<file path="src/rtl/alu_issue_decoder.sv">
// Registered RV32I ALU decoder with valid/ready issue and multi-cycle M sequencing.
// Define ALU_ISSUE_RV32M_EN to compile in RV32M decode and the WAIT/counter path.
module alu_issue_decoder #(
    parameter int CTRL_W  = 5,
    parameter int MUL_LAT = 2,
    parameter int DIV_LAT = 32
) (
    input  logic              clk,
    input  logic              rst,
    input  logic              flush,
    input  logic              in_valid,
    output logic              in_ready,
    input  logic [6:0]        opcode,
    input  logic [2:0]        funct3,
    input  logic [6:0]        funct7,
    output logic              out_valid,
    input  logic              out_ready,
    output logic [CTRL_W-1:0] alu_control,
    output logic              out_illegal,
    output logic              out_multicycle
);

    localparam logic [6:0] OPC_OP     = 7'b0110011;
    localparam logic [6:0] OPC_IMM    = 7'b0010011;
    localparam logic [6:0] OPC_LOAD   = 7'b0000011;
    localparam logic [6:0] OPC_STORE  = 7'b0100011;
    localparam logic [6:0] OPC_JALR   = 7'b1100111;
    localparam logic [6:0] OPC_JAL    = 7'b1101111;
    localparam logic [6:0] OPC_BRANCH = 7'b1100011;
    localparam logic [6:0] OPC_LUI    = 7'b0110111;
    localparam logic [6:0] OPC_AUIPC  = 7'b0010111;

    localparam logic [6:0] F7_BASE = 7'b0000000;
    localparam logic [6:0] F7_ALT  = 7'b0100000;

    localparam logic [4:0] C_ADD   = 5'd0;
    localparam logic [4:0] C_SUB   = 5'd1;
    localparam logic [4:0] C_AND   = 5'd2;
    localparam logic [4:0] C_OR    = 5'd3;
    localparam logic [4:0] C_XOR   = 5'd4;
    localparam logic [4:0] C_SLT   = 5'd5;
    localparam logic [4:0] C_SLTU  = 5'd6;
    localparam logic [4:0] C_SLL   = 5'd7;
    localparam logic [4:0] C_SRL   = 5'd8;
    localparam logic [4:0] C_SRA   = 5'd9;
    localparam logic [4:0] C_LUI   = 5'd10;
    localparam logic [4:0] C_AUIPC = 5'd11;

    generate
        if (CTRL_W < 5 || MUL_LAT < 1 || DIV_LAT < 1) begin : g_bad_param
            $error("alu_issue_decoder: need CTRL_W>=5, MUL_LAT>=1, DIV_LAT>=1");
        end
    endgenerate

    typedef enum logic [1:0] {
        S_IDLE  = 2'd0,
        S_WAIT  = 2'd1,
        S_VALID = 2'd2
    } state_e;

    state_e            state_q, state_d;
    logic [CTRL_W-1:0] ctrl_q;
    logic              ill_q;
    logic              accept;

    logic [4:0] dec_code;
    logic       dec_ill;
    logic       is_op, is_imm, is_add, is_branch, is_lui, is_auipc;

`ifdef ALU_ISSUE_RV32M_EN
    localparam logic [6:0] F7_M = 7'b0000001;
    localparam int MAX_LAT = (MUL_LAT > DIV_LAT) ? MUL_LAT : DIV_LAT;
    localparam int CNT_W   = $clog2(MAX_LAT + 1);
    localparam logic [CNT_W-1:0] MUL_CNT = CNT_W'(MUL_LAT - 1);
    localparam logic [CNT_W-1:0] DIV_CNT = CNT_W'(DIV_LAT - 1);

    logic [CNT_W-1:0] cnt_q, cnt_d, dec_cnt;
    logic             dec_mc, mc_q;
`endif

    function automatic logic [4:0] base_code(input logic [2:0] f3);
        logic [4:0] c;
        case (f3)
            3'b000:  c = C_ADD;
            3'b001:  c = C_SLL;
            3'b010:  c = C_SLT;
            3'b011:  c = C_SLTU;
            3'b100:  c = C_XOR;
            3'b101:  c = C_SRL;
            3'b110:  c = C_OR;
            default: c = C_AND;
        endcase
        return c;
    endfunction

    assign is_op     = (opcode == OPC_OP);
    assign is_imm    = (opcode == OPC_IMM);
    assign is_add    = (opcode == OPC_LOAD) || (opcode == OPC_STORE) ||
                       (opcode == OPC_JALR) || (opcode == OPC_JAL);
    assign is_branch = (opcode == OPC_BRANCH);
    assign is_lui    = (opcode == OPC_LUI);
    assign is_auipc  = (opcode == OPC_AUIPC);

    always_comb begin
        dec_code = C_ADD;
        dec_ill  = 1'b0;
`ifdef ALU_ISSUE_RV32M_EN
        dec_mc   = 1'b0;
        dec_cnt  = '0;
`endif
        unique case (1'b1)
            is_op: begin
                if (funct7 == F7_BASE) begin
                    dec_code = base_code(funct3);
                end else if (funct7 == F7_ALT && funct3 == 3'b000) begin
                    dec_code = C_SUB;
                end else if (funct7 == F7_ALT && funct3 == 3'b101) begin
                    dec_code = C_SRA;
`ifdef ALU_ISSUE_RV32M_EN
                end else if (funct7 == F7_M) begin
                    dec_code = 5'd12 + {2'b00, funct3};
                    dec_mc   = 1'b1;
                    dec_cnt  = funct3[2] ? DIV_CNT : MUL_CNT;
`endif
                end else begin
                    dec_ill = 1'b1;
                end
            end
            is_imm: begin
                if (funct3 == 3'b001 && funct7 != F7_BASE) begin
                    dec_ill = 1'b1;
                end else if (funct3 == 3'b101 && funct7 == F7_ALT) begin
                    dec_code = C_SRA;
                end else if (funct3 == 3'b101 && funct7 != F7_BASE) begin
                    dec_ill = 1'b1;
                end else begin
                    dec_code = base_code(funct3);
                end
            end
            is_add:    dec_code = C_ADD;
            is_branch: dec_code = C_SUB;
            is_lui:    dec_code = C_LUI;
            is_auipc:  dec_code = C_AUIPC;
            default:   dec_ill  = 1'b1;
        endcase
        if (dec_ill) dec_code = C_ADD;
    end

    always_ff @(posedge clk) begin
        if (rst) state_q <= S_IDLE;
        else     state_q <= state_d;
    end

    always_comb begin
        state_e go;
        go = S_VALID;
`ifdef ALU_ISSUE_RV32M_EN
        // LAT==1 M ops skip WAIT so they still land one edge after accept
        if (dec_mc && dec_cnt != '0) go = S_WAIT;
`endif
        state_d = state_q;
        if (flush) begin
            state_d = S_IDLE;
        end else begin
            case (state_q)
                S_IDLE: if (accept) state_d = go;
`ifdef ALU_ISSUE_RV32M_EN
                S_WAIT: if (cnt_q <= CNT_W'(1)) state_d = S_VALID;
`endif
                S_VALID: begin
                    if (out_ready) state_d = accept ? go : S_IDLE;
                end
                default: state_d = S_IDLE;
            endcase
        end
    end

    always_comb begin
        in_ready  = !rst && !flush &&
                    (state_q == S_IDLE ||
                     (state_q == S_VALID && out_ready));
        accept    = in_valid && in_ready;
        out_valid = (state_q == S_VALID);
    end

    always_ff @(posedge clk) begin
        if (rst) begin
            ctrl_q <= '0;
            ill_q  <= 1'b0;
        end else if (accept) begin
            ctrl_q <= CTRL_W'(dec_code);
            ill_q  <= dec_ill;
        end
    end

`ifdef ALU_ISSUE_RV32M_EN
    always_comb begin
        cnt_d = cnt_q;
        if (flush) begin
            cnt_d = '0;
        end else if (accept) begin
            cnt_d = dec_cnt;
        end else if (state_q == S_WAIT && cnt_q != '0) begin
            cnt_d = cnt_q - CNT_W'(1);
        end
    end

    always_ff @(posedge clk) begin
        if (rst) begin
            cnt_q <= '0;
            mc_q  <= 1'b0;
        end else begin
            cnt_q <= cnt_d;
            if (accept) mc_q <= dec_mc;
        end
    end

    assign out_multicycle = mc_q;
`else
    assign out_multicycle = 1'b0;
`endif

    assign alu_control = ctrl_q;
    assign out_illegal = ill_q;

endmodule

</file>
<file path="config.mk">
export PLATFORM = sky130hd
export DESIGN_NAME = alu_issue_decoder
export DESIGN_NICKNAME = d
export VERILOG_FILES = /design/src/rtl/alu_issue_decoder.sv
export SDC_FILE = /design/constraint.sdc
export NUM_CORES = 1
export LEC_CHECK = 0
export CAP_MARGIN = 20
export CORE_MARGIN = 10
export CORE_UTILIZATION = 39
export CTS_BUF_LIST = sky130_fd_sc_hd__clkbuf_8
export DETAILED_ROUTE_END_ITERATION = 8
export GPL_ROUTABILITY_DRIVEN = 0
export PLACE_DENSITY = 0.86
export SLEW_MARGIN = 0
export SYNTH_ARGS = -nofsm -noshare
export SYNTH_HDL_FRONTEND = slang
export SYNTH_SLANG_ARGS = --single-unit
</file>
<file path="constraint.sdc">
create_clock -name clk -period 2.19 [get_ports clk]
set_clock_uncertainty 0.2 [all_clocks]
set_input_delay 0.438 -clock clk [delete_from_list [all_inputs] [get_ports clk]]
set_output_delay 0.438 -clock clk [all_outputs]
set_load 0.1 [all_outputs]
</file>
==> qor.yml, run 1 <==
detailed_routing:
  num_vias: 801
  drc: 0
  routed_wl_um: 2125
  top_layer: "met4"
  dr.pass1.iters: 5
  wl_met1_um: 823
  drt-initial-drc-count: 17
  dr_wl_met3_um: 161
  ant_nets: 0
  wl_per_cell_um: 14.96
  viasPerCell: 5.641
  dr_wl_met2_um: 1108
logic_synthesis:
  synth_enable_flop_cells: 0
  syn_area_um2: 563.0
  ys.flop_type: "dfxtp_1"
  yosys_warnings: 0
  post_synth_inst_count: 76
  ys_ff_latch: 6
  async_flop_share: 0
  synth_cell_types: 39
  avgSynthCellArea_um2: 7.408
  synth_seq_area_share: 0.2133
timing:
  min_period_over_period: 0.9763
  finalCriticalPeriod_ns: 2.138
  fmax_ghz: 0.4677
  drv_slew: 0
  finalSetupViolations: 0
  tns_ns: 0
  rsz0062_at_grt: "no"
  setup_slack_ns: 0.05196
  hold_violations: 0
  whs_ns: 0.2466
cts:
  cts_buffer_depth: 2
  insertion_delay_ns: 0.23
  cts_tree: "built"
  htree_levels: 1
  postCtsHoldBufs: 0
  clk_pin_slew_ns: 0.04
  cts_made_buffers: 3
  cts.sinks: 6
  ctsRootBufferMaster: "clkbuf_8"
floorplanning:
  core-area_mm2: 0.001334
  fp.dieH_um: 58.00
  die_area_mm2: 0.003363
  std_cell_rows: 13
  initial_core_util: 0.4221
  die_w_um: 58.00
  ioPinCount: 31
setup_path:
  crit_family: "compound AO/OA/AOI/OAI gates"
  required_ns: 2.11
  critPathKind: "primary input to flip-flop"
  crit_chain: "clkdlybuf4s50_1 -> buf_4 -> nand2_1 -> o31ai_1 -> and3_1 -> o31ai_4 -> o41ai_2"
  path_buf_inv: 2
  max_stage_delay_ns: 0.49
  critical_path_arrival_ns: 2.06
  critPathMaxFanout: 4
  cp_slowest_cell: "clkdlybuf4s50_1"
  cp-start-kind: "primary input"
  crit_path_end_kind: "flip-flop"
grt:
  grt_max_degree: 8
  grt_pass1_wl_um: 3422
  grt_pass1_vias: 866
  grt_usage: 0.1245
  antenna_found_initial: 0
  globalRouteOverflowTotal: 0
outcome:
  outcome: "completed"
power:
  p_leak_nw: 0.4597
  ir_drop_mv: 0.2554
  p_per_area_mw_per_mm2: 415.0
flow_run:
  cap_violations: 0
cells_and_area:
  area_growth_pct: 94.44
  post-route-util: 0.8208
  fin_cells: 142
  nNetsFinal: 151
  register_area_um2: 121.4
  diodes: 0
  multi_input_area_um2: 460.4
  drive_above_1_share: 0.3543
  fillCellCount: 90
placement:
  preCtsSetupSlack_ns: -0.2751
  buffer_ports.inserted: 28
  dpl.hpwl_um: 1716
  dp_cells: 138
min_path:
  hold_path_class: "flip-flop to flip-flop"
[path summary, 6_finish.rpt]
check                                      end           start  cells past startpoint  slack, ns
worst min register to register  alu_control[1]  alu_control[1]                      2       0.25
worst max register to register  alu_control[3]      state_q[1]                      5       0.33
worst min-delay path            alu_control[1]  alu_control[1]                      2       0.25
worst max-delay path            alu_control[3]       opcode[5]                      7       0.05
[layout by cell type, fill, tap and decap left out, drive strengths merged, types with 2 or more instances in the layout]
| master | count |
|---|---|
| clkbuf | 3 |
| nor3 | 4 |
| and3 | 2 |
| buf | 30 |
| xor2 | 2 |
| o21ai | 4 |
| nand2 | 8 |
| nor3b | 2 |
| or4 | 2 |
| clkdlybuf4s50 | 16 |
| nor2 | 8 |
| conb | 2 |
| o31ai | 3 |
| nand2b | 3 |
| dlygate4sd2 | 4 |
| dfxtp | 6 |
| inv | 2 |
| nor2b | 3 |
| or3 | 3 |
| a21oi | 3 |
[final cells by class]
| cell class | count | share of cell area |
|---|---|---|
| repair buffers | 51 | 0.4069 |
| inverters | 2 | 0.006857 |
| well taps | 15 | 0.01714 |
| clock buffers | 3 | 0.03771 |
| flip-flops and latches | 6 | 0.1109 |
| multi-input cells | 65 | 0.4206 |
[cell families (layout without fill, tap and decap cells)]
group           after synthesis  in the layout  synth area share
simple gates                 40             40            0.4044
compound gates               19             19            0.2556
flops                         6              6            0.2133
buf+inv                       6             56           0.05554
xor+xnor                      3              3           0.04668
other cells                   1              2          0.006660
mux                           1              1           0.01778
[tightest hold or removal path: cells and delay by family, from the launching register on]
kind	cells	cell delay (ns)
flip-flops	1	0.30
AO/OA/AOI/OAI	1	0.05
AND/OR/NAND/NOR	1	0.05
[repair_timing]
action                     4_1_cts  5_1_grt
setup buffers                    1        0
setup endpoints to repair        1        3
pin swaps                        5        1
hold endpoints to repair         0        0
gates resized for setup          8        4
[routing by layer]
metal  vias up  global-route usage
met5         -                   0
met4         0             0.04362
met3         6             0.04357
met2        40              0.2500
met1       369              0.1089
li1        386                   -
[cells in the mapped netlist (all sizes together), types with 2 or more instances]
master  number  area, um2
xor2         2      17.52
nor2b        3      18.77
nor3         4      25.02
nand2        8      30.03
dfxtp        6      120.1
and3         2      12.51
a21oi        3      15.01
o31ai        3      27.52
nor3b        2      15.01
nand2b       3      18.77
inv          2      7.510
buf          3      20.01
or3          3      18.77
o21ai        4      20.02
or4          2      18.77
nor2         8      30.03
[sequential cells by signal, indices dropped and copies added, names as in the netlist]
register and count:
state_q 1, alu_control 4, out_illegal 1
[metrics by stage]
stage / power [mW] / area (um2)
floorplan: 0.1911 / 579.3
global placement: 0.2761 / 1015
detailed placement: 0.2804 / 1015
CTS: 0.4536 / 1082
global route: 0.4714 / 1095
finish: 0.4543 / 1095
[power by group]
group	total (mW)	internal, mW	switching (mW)
Clock	0.173	0.119	0.0539
Sequential	0.113	0.112	0.000784
Combinational	0.169	0.0791	0.0900
Note: power is estimated with default switching activity, not from simulation.
==> run 2, diff against run 1 <==
--- a/config.mk
+++ b/config.mk
@@ -7,11 +7,11 @@
 export LEC_CHECK = 0
 export CAP_MARGIN = 20
 export CORE_MARGIN = 10
-export CORE_UTILIZATION = 39
+export CORE_UTILIZATION = 35
 export CTS_BUF_LIST = sky130_fd_sc_hd__clkbuf_8
 export DETAILED_ROUTE_END_ITERATION = 8
 export GPL_ROUTABILITY_DRIVEN = 0
-export PLACE_DENSITY = 0.86
+export PLACE_DENSITY = 0.82
 export SLEW_MARGIN = 0
 export SYNTH_ARGS = -nofsm -noshare
 export SYNTH_HDL_FRONTEND = slang
==> constraint.sdc (replaced) <==
create_clock -name clk -period 1.9 [get_ports clk]
set_clock_uncertainty 0.2 [all_clocks]
set_input_delay 0.38 -clock clk [delete_from_list [all_inputs] [get_ports clk]]
set_output_delay 0.38 -clock clk [all_outputs]
set_load 0.1 [all_outputs]
==> run 2 against run 1 <==
  * Setup slack worse by 0.012 ns
  * Die area up 7.4%
  * Combinational power rose by 26%
  * Sequential cell count did not move
  * Cell count is 5.6% higher
  * Final area grew 17%
  * Total power rose by 22%
  * Clock power rose by 21%
  * Non-clock buffer count increased by 6
  * Sequential power increased by 15%
  * Sequential share of layout area fell by 1.4 points
  * Hold slack gained 0.059 ns
  * Critical path type unchanged
  * Largest cell class is now buffers
  * Highest routed layer unchanged
==> qor.yml, run 2 (synthesized netlist as in run 1, its figures left out) <==
detailed_routing:
  num_vias: 847  # was 801
  dr.pass1.iters: 4  # was 5
  viasPerCell: 5.647  # was 5.641
  ant_nets: 0  # unchanged
  wl_per_cell_um: 17.50  # was 14.96 um
  drt-initial-drc-count: 8  # was 17
  routed_wl_um: 2625  # was 2125 um
  drc: 0  # unchanged
cts:
  postCtsHoldBufs: 0  # unchanged
  cts_buffer_depth: 2  # unchanged
  htree_levels: 1  # unchanged
  clk_pin_slew_ns: 0.04  # about the same
  cts_tree: "built"  # unchanged
  cts_made_buffers: 3  # unchanged
  ctsRootBufferMaster: "clkbuf_8"  # unchanged
  cts.sinks: 6  # unchanged
  insertion_delay_ns: 0.23  # about the same
timing:
  hold_violations: 0  # unchanged
  tns_ns: 0  # unchanged
  drv_slew: 0  # unchanged
  finalSetupViolations: 0  # unchanged
  fmax_ghz: 0.5375
  min_period_over_period: 0.9792
  whs_ns: 0.3055  # was 0.2466 ns
  rsz0062_at_grt: "no"  # unchanged
  finalCriticalPeriod_ns: 1.860
cells_and_area:
  final_cell_mix: "buf_4 (27), nand2_1 (8), dlymetal6s2s_1 (8), dlygate4sd2_1 (8)"  # was buf_4 (29), clkdlybuf4s50_1 (16), nand2_1 (8), nor2_1 (7), dfxtp_1 (5)
  drive_above_1_share: 0.4478  # was 0.3543
  nNetsFinal: 157  # was 151
  finalInstanceArea_mm2: 0.001284  # was 0.001095 mm2
  fin_cells: 150  # was 142
  diodes: 0  # unchanged
  final_common_cell: "buf_4"  # unchanged
  largest_register_ffs: 4  # unchanged
  area_growth_pct: 128.0  # was 94.44%
placement:
  buffer_ports.inserted: 28  # unchanged
  dpl.hpwl_um: 1844  # was 1716 um
  postPlaceCellArea_mm2: 0.001131  # was 0.001015 mm2
  dp_cells: 143  # was 138
grt:
  globalRouteOverflowTotal: 0  # unchanged
  grt_usage: 0.1379  # was 0.1245
  grt_max_degree: 7  # was 8
  grt_pass1_vias: 916  # was 866
  antenna_found_initial: 0  # unchanged
  grt_pass1_wl_um: 3939  # was 3422 um
power:
  p_int_mw: 0.3668  # was 0.3096 mW
  ir_drop_mv: 0.2332  # was 0.2554 mV
  p_sw_mw: 0.1870  # was 0.1447 mW
  p_leak_nw: 0.6015  # was 0.4597 nW
  p_per_area_mw_per_mm2: 431.5  # was 415.0 mW/mm2
  report.power.total_mw: 0.5539  # was 0.4543 mW
  clockPowerShare: 0.380  # about the same
  power_frac_seq: 0.235  # was 0.248
  comb_power_share: 0.385  # was 0.372
  p_sw_frac: 0.3377  # was 0.3186
setup_path:
  r2r_cells: 5  # unchanged
  critPathKind: "primary input to flip-flop"  # unchanged
  crit_path_end_kind: "flip-flop"  # unchanged
  r2r_end: "alu_control[3]"  # unchanged
  critPathMaxFanout: 4  # unchanged
  reg2reg_from: "state_q[1]"  # unchanged
  required_ns: 1.83  # was 2.11 ns
  r2r_slack_ns: 0.21  # was 0.33 ns
  critical_path_arrival_ns: 1.79  # was 2.06 ns
  cp-start-kind: "primary input"  # unchanged
floorplanning:
  ioPinCount: 31  # unchanged
  fp.dieH_um: 60.11  # was 58.00 um
  core-area_mm2: 0.001506  # was 0.001334 mm2
  die_area_mm2: 0.003613  # was 0.003363 mm2
  initial_core_util: 0.3738  # was 0.4221
  std_cell_rows: 14  # was 13
  die_w_um: 60.11  # was 58.00 um
min_path:
  min_from: "alu_control[0]"  # was alu_control[1]
  hold_path_class: "flip-flop to flip-flop"  # unchanged
  hold_depth: 2  # unchanged
  min_to: "alu_control[0]"  # was alu_control[1]
flow_run:
  cap_violations: 0  # unchanged
outcome:
  outcome: "completed"  # unchanged
run 2: changes by cell type in the layout (fill, tap and decap cells not counted), moves of 2 or more:
cell / before / now
dlymetal6s2s_1: 1 / 8
buf_4: 29 / 27
buf_12: 1 / 7
clkdlybuf4s50_1: 16 / 1
dlygate4sd2_1: 4 / 8
buf_2: 0 / 2
buf_6: 0 / 3
run 2: worst max-delay path: stages:
cell             delay, ns
clkdlybuf4s15_1       0.19
or4_4                 0.45
nor3_4                0.15
and3_4                0.23
o31ai_4               0.08
o41ai_2               0.30
run 2: how the worst max path moves through the flow:
stage          startpoint             end  slack, ns
2_1_floorplan  state_q[1]        in_ready      -0.07
3_3_place_gp    funct7[1]  alu_control[3]      -0.41
3_5_place_dp    funct7[0]  alu_control[3]      -0.50
4_1_cts         funct7[0]  alu_control[3]      0.001
5_1_grt        state_q[1]        in_ready       0.02
6_report        funct7[0]  alu_control[3]       0.04
run 2: metrics by stage:
step / setup slack, ns / util
floorplan: -0.06839 / -
CTS: 0.001365 / 0.8272
finish: 0.03952 / 0.8522
detailed placement: -0.4988 / 0.7508
global placement: -0.4132 / 0.7508
global route: 0.01930 / 0.8522
run 2: power groups by stage:
| stage | clock [mW] | sequential, mW | combinational (mW) |
|---|---|---|---|
| floorplan | 0 | 0.146 | 0.0742 |
| global placement | 0 | 0.132 | 0.197 |
| detailed placement | 0 | 0.132 | 0.204 |
| CTS | 0.202 | 0.130 | 0.209 |
| global route | 0.214 | 0.130 | 0.224 |
| finish | 0.210 | 0.130 | 0.213 |
run 2: area by class of cell:
class                           count  area (um2)
Multi-Input combinational cell     65       510.5
Clock buffer                        3       41.29
Clock inverter                      1       3.754
Fill cell                          81       222.7
Inverter                            2       7.507
Timing Repair Buffer               57       576.8
Tap cell                           16       20.02
Sequential cell                     6       123.9
run 2: per-layer routing:
layer | up-vias | part of all wire | global-route usage
met4 | 0 | 0.036 | 0.07051
met1 | 389 | 0.35 | 0.1161
met5 | - | 0 | 0
li1 | 398 | - | -
met2 | 49 | 0.54 | 0.2691
met3 | 11 | 0.081 | 0.05085
run 2: repair_timing:
action	4_1_cts	5_1_grt
pin swaps	8	9
gates resized for setup	37	10
buffers inserted	2	1
endpoints found under the setup margin	6	5
==> run 3, diff against run 2 <==
--- a/config.mk
+++ b/config.mk
@@ -6,7 +6,6 @@
 export NUM_CORES = 1
 export LEC_CHECK = 0
 export CAP_MARGIN = 20
-export CORE_MARGIN = 10
 export CORE_UTILIZATION = 35
 export CTS_BUF_LIST = sky130_fd_sc_hd__clkbuf_8
 export DETAILED_ROUTE_END_ITERATION = 8
@@ -16,3 +15,4 @@
 export SYNTH_ARGS = -nofsm -noshare
 export SYNTH_HDL_FRONTEND = slang
 export SYNTH_SLANG_ARGS = --single-unit
+export TNS_END_PERCENT = 100
==> run 3 against run 2 <==
  * Combinational power about the same
  * Largest power group unchanged
  * Final area is 0.59% higher
  * Sequential share of layout area down 0.056 points
  * Cell count is 0.67% lower
  * Critical endpoint unchanged
  * First-iteration DRC count up 100%
  * Wire length decreased by 11%
  * Clock power decreased by 2%
  * Non-clock buffer count shrank 1
  * Highest routed layer unchanged
  * Sequential cell count did not move
  * Core utilization increased by 0.50 points
  * Global-route usage rose by 12 points
  * Via count stayed put
==> qor.yml, run 3 (synthesized netlist as in run 1, its figures left out) <==
setup_path:
  critPathKind: "primary input to flip-flop"  # unchanged
  required_ns: 1.83  # about the same
  cp-start-kind: "primary input"  # unchanged
  crit_chain: "buf_6 -> or4_4 -> nor3_4 -> and3_4 -> o31ai_4 -> o41ai_2"  # was clkdlybuf4s15_1 -> or4_4 -> nor3_4 -> and3_4 -> o31ai_4 -> o41ai_2
  max_stage_delay_ns: 0.54  # was 0.45 ns
  crit_path_end_kind: "flip-flop"  # unchanged
  cp_slowest_cell: "or4_4"  # unchanged
  critPathMaxFanout: 4  # unchanged
  critical_path_arrival_ns: 1.78  # was 1.79 ns
timing:
  fmax_ghz: 0.5420  # was 0.5375 GHz
  finalCriticalPeriod_ns: 1.845  # was 1.860 ns
  hold_violations: 0  # unchanged
  setup_slack_ns: 0.05498  # was 0.03952 ns
  finalSetupViolations: 0  # unchanged
  drv_slew: 0  # unchanged
  min_period_over_period: 0.9711  # was 0.9792
grt:
  grt_usage: 0.2563  # was 0.1379
  globalRouteOverflowTotal: 0  # unchanged
  grt_pass1_wl_um: 3408  # was 3939 um
  antenna_found_initial: 0  # unchanged
  grt_pass1_vias: 853  # was 916
  grt_max_degree: 7  # unchanged
cells_and_area:
  drive_above_1_share: 0.4662  # was 0.4478
  final_cell_mix: "buf_4 (26), dlymetal6s2s_1 (10), nand2_1 (8), nor2_1 (7), buf_12 (7)"  # was buf_4 (27), nand2_1 (8), dlymetal6s2s_1 (8), dlygate4sd2_1 (8)
  diodes: 0  # unchanged
  nNetsFinal: 156  # was 157
  final_common_cell: "buf_4"  # unchanged
  largest_register_ffs: 4  # unchanged
  area_growth_pct: 129.3  # was 128.0%
power:
  p_per_area_mw_per_mm2: 425.0  # was 431.5 mW/mm2
  ir_drop_mv: 0.3247  # was 0.2332 mV
  p_leak_nw: 0.6166  # was 0.6015 nW
  report.power.total_mw: 0.5488  # was 0.5539 mW
flow_run:
  cap_violations: 0  # unchanged
outcome:
  outcome: "completed"  # unchanged
floorplanning:
  die_area_mm2: 0.001773  # was 0.003613 mm2
  fp.dieH_um: 42.11  # was 60.11 um
  die_w_um: 42.11  # was 60.11 um
  ioPinCount: 31  # unchanged
  initial_core_util: 0.3738  # unchanged
  std_cell_rows: 14  # unchanged
  core-area_mm2: 0.001506  # unchanged
detailed_routing:
  routed_wl_um: 2339  # was 2625 um
  ant_nets: 0  # unchanged
  drc: 0  # unchanged
  dr.pass1.iters: 4  # unchanged
  viasPerCell: 5.685  # was 5.647
  drt-initial-drc-count: 16  # was 8
  wl_per_cell_um: 15.70  # was 17.50 um
  num_vias: 847  # unchanged
cts:
  ctsRootBufferMaster: "clkbuf_8"  # unchanged
  cts.sinks: 6  # unchanged
  postCtsHoldBufs: 0  # unchanged
  clk_pin_slew_ns: 0.04  # about the same
  cts_tree: "built"  # unchanged
  insertion_delay_ns: 0.23  # about the same
  htree_levels: 1  # unchanged
  cts_made_buffers: 3  # unchanged
  cts_buffer_depth: 2  # unchanged
placement:
  preCtsSetupSlack_ns: -0.5055  # was -0.4988 ns
  dpl.hpwl_um: 1458  # was 1844 um
  buffer_ports.inserted: 28  # unchanged
min_path:
  hold_path_class: "flip-flop to flip-flop"  # unchanged
-- run 3: cell types whose count changed in the layout (fill, tap and decap cells not counted), sizes merged --
cell           change
dlygate4sd2        -2
dlymetal6s2s       +2
clkdlybuf4s15      -1
-- run 3: final cells by class --
type / instances / area [um2]
flip-flops and latches: 6 / 123.9
clock buffers: 3 / 41.29
repair buffers: 56 / 578.1
fillers: 93 / 215.2
inverters: 2 / 7.507
clock inverters: 1 / 3.754
multi-input cells: 65 / 516.7
well taps: 16 / 20.02
-- run 3: critical path, delay by kind of cell --
kind	cells	cell delay, ns
AND/OR/NAND/NOR	3	0.94
AO/OA/AOI/OAI	2	0.36
buffers and inverters	1	0.09
-- run 3: path summary, 6_finish.rpt --
path                        from              to  slack [ns]  cells after the start
setup / recovery       funct7[0]  alu_control[3]        0.05                      6
hold / removal    alu_control[0]  alu_control[0]        0.29                      2
setup reg to reg      state_q[1]  alu_control[3]        0.22                      5
hold reg to reg   alu_control[0]  alu_control[0]        0.29                      2
-- run 3: stage by stage --
| stage | utilization | cells | instance area [um2] | hold slack, ns | TNS, ns |
|---|---|---|---|---|---|
| floorplan | - | 77 | 589.3 | 0.2471 | -0.06839 |
| global placement | 0.7458 | 142 | 1124 | 0.2861 | -1.728 |
| global route | 0.8571 | 149 | 1291 | 0.3008 | -0.002275 |
| CTS | 0.8123 | 148 | 1224 | 0.2975 | -0.01061 |
| finish | 0.8571 | 149 | 1291 | 0.2867 | 0 |
| detailed placement | 0.7458 | 142 | 1124 | 0.2923 | -2.079 |
-- run 3: timing repair --
item | in CTS | in global routing
setup endpoints to repair | 6 | 5
pin swaps | 8 | 9
buffers inserted | 2 | 1
resized for setup | 31 | 20
-- run 3: routing by layer --
metal,part of all wire,GRT usage,vias up
li1,-,-,394
met1,0.34,0.2196,388
met2,0.55,0.5031,52
met3,0.061,0.06466,13
met4,0.043,0.1750,0
met5,0,0,-
-- run 3: power breakdown --
group / total, mW / switching, mW / internal, mW
logic: 0.214 / 0.114 / 0.0994
registers: 0.130 / 0.00236 / 0.128
clock network: 0.205 / 0.0650 / 0.140
